## src/rtl/pwm_duty_sequencer.sv

```systemverilog
// Push-button duty-level sequencer: debounces a key, cycles through a 4-entry duty table and
// ramps the PWM duty toward the selected level by at most STEP per PWM period.
module pwm_duty_sequencer #(
    parameter logic [19:0] CNT_MAX = 20'd999_999,
    parameter logic [19:0] PERIOD  = 20'd50_000,
    parameter logic [19:0] DUTY_0  = 20'd0,
    parameter logic [19:0] DUTY_1  = 20'd12_500,
    parameter logic [19:0] DUTY_2  = 20'd25_000,
    parameter logic [19:0] DUTY_3  = 20'd50_000,
    parameter logic [19:0] STEP    = 20'd500
) (
    input  logic        sys_clk,
    input  logic        sys_rst_n,
    input  logic        key_n,
    input  logic        period_end,
    output logic [19:0] duty,
    output logic        duty_load,
    output logic [1:0]  level_idx,
    output logic        busy
);

    localparam logic [0:0] ST_IDLE = 1'b0;
    localparam logic [0:0] ST_RAMP = 1'b1;

    logic        r_key_meta;
    logic        r_key_sync;
    logic [19:0] r_db_cnt;
    logic [1:0]  r_level;
    logic [19:0] r_target;
    logic [19:0] r_duty;
    logic        r_duty_load;
    logic [0:0]  r_state;

    logic        w_press;
    logic [1:0]  w_level_next;
    logic [19:0] w_target_sel;
    logic [19:0] w_target_next;
    logic [20:0] w_up_sum;
    logic [20:0] w_dn_diff;
    logic [19:0] w_stepped;
    logic        w_step_en;
    logic [19:0] w_duty_next;
    logic [0:0]  w_state_next;

    // Synchronizer idles high so a released key never looks like a press out of reset.
    always_ff @(posedge sys_clk or negedge sys_rst_n) begin
        if (!sys_rst_n) begin
            r_key_meta <= 1'b1;
            r_key_sync <= 1'b1;
        end else begin
            r_key_meta <= key_n;
            r_key_sync <= r_key_meta;
        end
    end

    always_ff @(posedge sys_clk or negedge sys_rst_n) begin
        if (!sys_rst_n) begin
            r_db_cnt <= 20'd0;
        end else if (r_key_sync) begin
            r_db_cnt <= 20'd0;
        end else if (r_db_cnt != CNT_MAX) begin
            r_db_cnt <= r_db_cnt + 20'd1;
        end
    end

    // Fires only on the saturating increment, so a held key gives one press.
    assign w_press      = ~r_key_sync & (r_db_cnt == CNT_MAX - 20'd1);
    assign w_level_next = r_level + 2'd1;

    always_comb begin
        w_target_sel = DUTY_0;
        case (w_level_next)
            2'd0:    w_target_sel = DUTY_0;
            2'd1:    w_target_sel = DUTY_1;
            2'd2:    w_target_sel = DUTY_2;
            default: w_target_sel = DUTY_3;
        endcase
        if (w_target_sel > PERIOD) begin
            w_target_sel = PERIOD;
        end
    end

    assign w_target_next = w_press ? w_target_sel : r_target;

    // Step toward the current (pre-press) target; 21-bit math keeps borrow/carry visible.
    assign w_up_sum  = {1'b0, r_duty} + {1'b0, STEP};
    assign w_dn_diff = {1'b0, r_duty} - {1'b0, STEP};

    always_comb begin
        w_stepped = r_target;
        if (r_duty < r_target) begin
            if (w_up_sum < {1'b0, r_target}) begin
                w_stepped = w_up_sum[19:0];
            end
        end else begin
            if (!w_dn_diff[20] && (w_dn_diff[19:0] > r_target)) begin
                w_stepped = w_dn_diff[19:0];
            end
        end
    end

    assign w_step_en    = period_end & (r_state == ST_RAMP);
    assign w_duty_next  = w_step_en ? w_stepped : r_duty;
    assign w_state_next = (w_duty_next != w_target_next) ? ST_RAMP : ST_IDLE;

    always_ff @(posedge sys_clk or negedge sys_rst_n) begin
        if (!sys_rst_n) begin
            r_level     <= 2'd0;
            r_target    <= DUTY_0;
            r_duty      <= DUTY_0;
            r_duty_load <= 1'b0;
            r_state     <= ST_IDLE;
        end else begin
            if (w_press) begin
                r_level <= w_level_next;
            end
            r_target    <= w_target_next;
            r_duty      <= w_duty_next;
            r_duty_load <= w_step_en & (w_stepped != r_duty);
            r_state     <= w_state_next;
        end
    end

    assign duty      = r_duty;
    assign duty_load = r_duty_load;
    assign level_idx = r_level;
    assign busy      = (r_state == ST_RAMP);

endmodule

```

## config.mk

```make
export PLATFORM = sky130hd
export DESIGN_NAME = pwm_duty_sequencer
export DESIGN_NICKNAME = d
export VERILOG_FILES = /design/src/rtl/pwm_duty_sequencer.sv
export SDC_FILE = /design/constraint.sdc
export NUM_CORES = 1
export LEC_CHECK = 0
export CELL_PAD_IN_SITES_DETAIL_PLACEMENT = 0
export CELL_PAD_IN_SITES_GLOBAL_PLACEMENT = 1
export CORE_ASPECT_RATIO = 2
export CORE_MARGIN = 2
export CORE_UTILIZATION = 52
export DETAILED_ROUTE_END_ITERATION = 12
export HOLD_SLACK_MARGIN = 0.03
export PLACE_DENSITY_LB_ADDON = 0.3
export SYNTH_ARGS = -nofsm -noshare
export SYNTH_HDL_FRONTEND = slang
export SYNTH_SLANG_ARGS = --single-unit
```

## constraint.sdc

```tcl
create_clock -name sys_clk -period 10.7 [get_ports sys_clk]
set_input_delay 3.21 -clock sys_clk [delete_from_list [all_inputs] [get_ports sys_clk]]
set_output_delay 3.21 -clock sys_clk [all_outputs]
set_load 0.05 [all_outputs]
```

# [Word-level counts from Yosys, hierarchy flattened]
# Index checks and enable logic that the tools add are counted.
[word_totals] word_cells=40 register_bits=66 in_bits=4
[op_classes] n_mux=10 bitwise_logic=4 n_eq_ne=6 add_sub_neg=4 n_lt_le_gt_ge=4 n_reduce_logical=4
[op_table] op="$mux 20" n=8
[op_table] op="$pmux 16 s3" n=1
[op_table] op="$ne 20x20->1" n=2
[op_table] op="$add 20x9->21 const B" n=1
[op_table] op="$lt 21x20->1" n=1
[op_table] op="$sub 20x9->21 const B" n=1
[op_table] op="$add 20x1->20 const B" n=1
[op_table] op="$eq 20x20->1 const B" n=1
[op_table] op="$gt 20x16->1 const B" n=1
[op_table] op="$gt 20x20->1" n=1
[op_table] op="$lt 20x20->1" n=1
[op_table] op="$ne 20x20->1 const B" n=1
[op_table] op="$and 1x1->1" n=3
[op_table] op="$add 2x1->2 const B" n=1
[op_table] op="$eq 2x1->1 const B" n=1
[op_table] op="$eq 2x2->1 const B" n=1
[op_table] op="$logic_not 2->1" n=1
[op_table] op="$reduce_bool 2->1" n=1
[op_table] op="$logic_and 1x1->1" n=1
[op_table] op="$logic_not 1->1" n=1
[op_table] op="$mux 1" n=1
[op_table] op="$not 1->1" n=1

# [Longest topological paths before layout]
[depth] ltp_word=8 mapped_depth=20 depth_no_buf=18

# [Least setup slack after synthesis]
# No wires, ideal clock.
[synth_path] path_kind="input -> register" start="input period_end" end="register r_state (netlist: busy)" path_slack_ns=5.760 stages=10 setup_time_ns=0.140 required_time_ns=10.560 arrival_time_ns=4.800 n_path_buf=2 cell_sequence="and2_1 clkbuf_1 clkbuf_1 nor3_1 a31oi_1 nand4_1 a211oi_2 o2111ai_1 nor4_1 nand4_1"
[synth_via] elab_chain_cells=4
[synth_lines] item="start, declared" line="15" source="input logic period_end,"
[synth_lines] item="$and 1x1->1" line="102" source="assign w_step_en = period_end & (r_state == ST_RAMP);"
[synth_lines] item="$mux 20" line="103" source="assign w_duty_next = w_step_en ? w_stepped : r_duty;"
[synth_lines] item="$ne 20x20->1" line="104" source="assign w_state_next = (w_duty_next != w_target_next) ? ST_RAMP : ST_IDLE;"
[synth_lines] item="$mux 1" line="104"
[synth_lines] item="net w_state_next" line="43" source="logic [0:0] w_state_next;"
[synth_lines] item="end signal, assigned" line="120" source="r_state <= w_state_next;"
[synth_lines] item="end, declared" line="32" source="logic [0:0] r_state;"
# The timed path passes the listed nets, and every way through them passes these cells.
# A chain may end at the register's enable or synchronous reset.

# [Worst setup path after layout]
[layout_path] start="register r_duty[2] (netlist: duty[2])" end="register r_state (netlist: busy)"
[layout_via] elab_chain_cells=8 elab_cells_between_ends=13 cone_classes="add/sub (2); order compare (3); eq/ne (1); mux (5); reduce/logical (2)"
[layout_lines] item="start, declared" line="30" source="logic [19:0] r_duty;"
[layout_lines] item="start signal, assigned" line="118" source="r_duty <= w_duty_next;"
[layout_lines] item="$sub 20x9->21" line="87" source="assign w_dn_diff = {1'b0, r_duty} - {1'b0, STEP};"
[layout_lines] item="$gt 20x20->1 / $logic_not 1->1 (equally long branches)" line="96" source="if (!w_dn_diff[20] && (w_dn_diff[19:0] > r_target)) begin"
[layout_lines] item="$logic_and 1x1->1" line="96"
[layout_lines] item="$mux 20" line="96"
[layout_lines] item="$mux 20 *" line="91" source="if (r_duty < r_target) begin"
[layout_lines] item="$mux 20 *" line="103"
[layout_lines] item="net w_duty_next[13]" line="42" source="logic [19:0] w_duty_next;"
[layout_lines] item="$ne 20x20->1 *" line="104"
[layout_lines] item="$mux 1 *" line="104"
[layout_lines] item="net w_state_next" line="43"
# Mark *: on every way through the listed nets, which the timed path passes. The rest lies on a longest branch.

==> Implementation_results.wiki <==
{| class="wikitable"
! Metric !! Value
|-
| Latest clock arrival within the worst-skew pair || 0.34 ns
|-
| Power per standard cell area || 368 mW/mm^2
|-
| Y dimension of the die || 156 um
|-
| Pin slew with the least headroom to its limit || 1.20 ns
|-
| Antenna violations before repair || 0
|-
| Clock tree root buffer cell || sky130_fd_sc_hd__clkbuf_16
|-
| First DRT Iteration DRCs || 522
|-
| Number of buffers inserted by hold repair at cts || 0
|-
| Library cells used by synthesis || 90
|-
| Synthesized netlist net count || 740
|-
| Total die area || 0.0125 mm^2
|-
| Detail-routed via count per cell || 6.60
|-
| Standard-cell rows || 55
|-
| # port buffers || 27
|-
| Proportion of netlist area held by the largest area contributor || 26.7%
|-
| Number of CTS-inserted buffers || 9
|-
| CTS tree || yes
|-
| Finished layout cell area || 0.00653 mm^2
|-
| Top area cells in the synthesized netlist || sky130_fd_sc_hd__dfrtp_1 27%, sky130_fd_sc_hd__ha_1 13%, sky130_fd_sc_hd__xor2_1 5.8%
|-
| Max-cap viol count || 0
|-
| Number of cells traversed by the worst register-to-register path || 18
|-
| Growth of design area from synthesis to finish || 8.87%
|-
| Period Utilization, post-route || 56.9%
|-
| Result of the run || completed
|-
| Pins over their slew limit || 0
|-
| Critical Path Max Stage Delay || 0.71 ns
|-
| Sequential cell area fraction in the yosys report || 27.6%
|-
| Dominant synthesized flop cell || sky130_fd_sc_hd__dfrtp_1
|-
| Post-DP Area || 0.00622 mm^2
|-
| First-pass GRT wire length || 30,800 um
|-
| Maximum number of pins on one net before global-route repair || 67
|-
| HPWL Detailed || 15,900 um
|-
| CP Max Fanout || 12
|-
| Number of enable-type register cells in the synthesized netlist || 0
|-
| Number of cells produced by synthesis || 673
|-
| Final setup fails || 0
|-
| Ys Warns || 0
|-
| Min Clock Period, post-route || 6.09 ns
|-
| Post-layout nets || 748
|-
| Antenna Diode Count || 0
|-
| Leak Pwr || 2.80 nW
|-
| Mean Syn Cell Area || 8.91 um^2
|-
| Core Area || 0.0113 mm^2
|-
| Routability congestion estimate || 1.05
|-
| Routed Antenna Nets || 0
|-
| Worst path depth || 18
|-
| Max Buffers Root-to-Sink || 2
|-
| Starting density of the core || 53.1%
|-
| Final total negative setup slack || 0 ns
|-
| Worst hold-check slack || 0.356 ns
|-
| Post-CTS Setup Repair Bufs || 0
|-
| Fraction of layout cells with a size suffix above 1 || 8.89%
|-
| Class of the most critical hold timing path || reg -> reg
|-
| Post-synth design cell area || 0.00599 mm^2
|-
| Setup repair after global routing missed its margin || false
|-
| Worst path cell trace || inv_1 > ha_1 > nor3b_1 > or2_4 > nor4_1 > xor2_1 > ha_1 > nand4_1 > nor3_1 > o41a_1 > o21ai_1 > buf_4 > o311ai_0 > a41oi_1 > xnor2_1 > o2111ai_1 > nor4_1 > nand4_1
|-
| Final hold violation count || 0
|-
| Fin Clk Skew || 0.0108 ns
|-
| Kind of start point of the critical path || flop
|-
| CTS Sinks || 66
|-
| Kind of cell adding the most delay to the critical path || simple AND/OR/NAND/NOR gates
|-
| Routed wire per std cell || 24.4 um
|-
| TritonRoute pass-1 iters || 7
|-
| Level count of the clock H-tree || 3
|-
| Count of cells along the worst hold path || 0
|-
| Vias in the first global route || 5,517
|-
| Total Wirelength || 20,200 um
|-
| Total congestion overflow after global routing || 0
|-
| CP max stage cell || sky130_fd_sc_hd__nor3b_1
|-
| Cell type with the largest total area after synthesis || sky130_fd_sc_hd__dfrtp_1
|-
| Via count || 5,463
|-
| Req. time, crit path || 10.91 ns
|-
| Io pins || 28
|-
| Die width || 79.9 um
|-
| Overall global routing resource usage || 33.4%
|-
| CP Class || reg -> reg
|-
| CP endpoint kind || flop
|-
| Crit path buf inv count || 2
|-
| Slew HR || 20.1%
|-
| Crit path arrival time || 6.30 ns
|-
| Reg clk slew, reported paths || 0.06 ns
|-
| IR drop worst, VDD || 0.000164 V
|-
| Share of flip-flops with an asynchronous set or reset || 100%
|-
| Top-count cell post-synth || sky130_fd_sc_hd__nand2_1
|-
| Highest achievable clock rate || 0.164 GHz
|-
| Final routed DRC violation total || 0
|-
| Post-cts resize count || 0
|-
| Final design utilization || 57.8%
|-
| Most numerous cell types in the synthesized netlist || 65 x sky130_fd_sc_hd__nand2_1, 64 x sky130_fd_sc_hd__dfrtp_1, 63 x sky130_fd_sc_hd__ha_1, 48 x sky130_fd_sc_hd__nor2_1, 43 x sky130_fd_sc_hd__inv_1
|-
| Yosys reg bits || 66
|}
[cells in the final DEF, fill, tap and decap left out, types with 7 or more instances in the layout]
cell type | netlist | routed
sky130_fd_sc_hd__nand2_1 | 65 | 65
sky130_fd_sc_hd__dfrtp_1 | 64 | 64
sky130_fd_sc_hd__ha_1 | 63 | 63
sky130_fd_sc_hd__nor2_1 | 48 | 48
sky130_fd_sc_hd__inv_1 | 43 | 43
sky130_fd_sc_hd__xor2_1 | 40 | 40
sky130_fd_sc_hd__a21oi_1 | 39 | 39
sky130_fd_sc_hd__xnor2_1 | 29 | 29
sky130_fd_sc_hd__o21ai_0 | 27 | 27
sky130_fd_sc_hd__clkdlybuf4s50_1 | 0 | 26
sky130_fd_sc_hd__nand4_1 | 25 | 25
sky130_fd_sc_hd__nand3_1 | 16 | 16
sky130_fd_sc_hd__nor3_1 | 12 | 12
sky130_fd_sc_hd__clkbuf_16 | 0 | 9
sky130_fd_sc_hd__or3_1 | 8 | 8
sky130_fd_sc_hd__and3_1 | 7 | 7
[sequential cells by signal, indices dropped and copies added, names as in the netlist]
signal / count
busy: 1
r_db_cnt: 20
duty_load: 1
r_target: 20
duty: 20
r_key_sync: 1
level_idx: 2
r_key_meta: 1
[cells by family (layout without fill, tap and decap cells)]
family | Yosys count | after routing | share of synthesized area, %
muxes | 8 | 8 | 1.42
DFF | 66 | 66 | 27.6
and+or+nand+nor | 230 | 230 | 20.9
buffers and inverters | 77 | 90 | 6.76
adders and majority gates | 63 | 63 | 13.1
AOI/OAI and AO/OA | 160 | 160 | 20.1
xor gates and xnor gates | 69 | 69 | 10.1
[area by class of cell]
type | instances | area, um^2
tap | 142 | 178
clock buffer | 10 | 239
timing repair buffer | 31 | 295
sequential | 66 | 1650
fill | 1065 | 4760
multi-input combinational | 530 | 3940
clock inverter | 6 | 63.8
inverter | 43 | 161
[per-stage QoR]
stage	power (W)	setup slack (ns)	instances
2_1_floorplan	0.00160	5.76	673
3_3_place_gp	0.00203	4.47	812
3_5_place_dp	0.00205	4.46	812
4_1_cts	0.00236	4.83	828
5_1_grt	0.00252	4.54	828
6_report	0.00240	4.61	828
[worst paths after layout]
kind	start	to	slack, ns
worst min register to register	r_key_meta	r_key_sync	0.36
max in group asynchronous	sys_rst_n	r_db_cnt[8]	7.03
worst max-delay path	duty[2]	busy	4.61
worst max register to register	duty[2]	busy	4.61
min in group asynchronous	sys_rst_n	level_idx[0]	3.07
worst min-delay path	r_key_meta	r_key_sync	0.36
[routing by layer]
metal | part of all wire [%] | up-vias | GRT usage [%]
li1 | - | 2487 | -
met1 | 33 | 2564 | 33.7
met2 | 52 | 302 | 59.1
met3 | 5.6 | 110 | 5.15
met4 | 9.3 | 0 | 26.2
met5 | 0 | - | 0
[power by group]
part	leakage, nW	total, W	switching, W	internal (W)
logic	1.78	0.00169	0.00106	0.000627
registers	0.880	0.000414	0.000130	0.000284
clock network	0.145	0.000301	0.000114	0.000187
total	2.80	0.00240	0.00130	0.00110
Power figures use the tool's default switching activity.
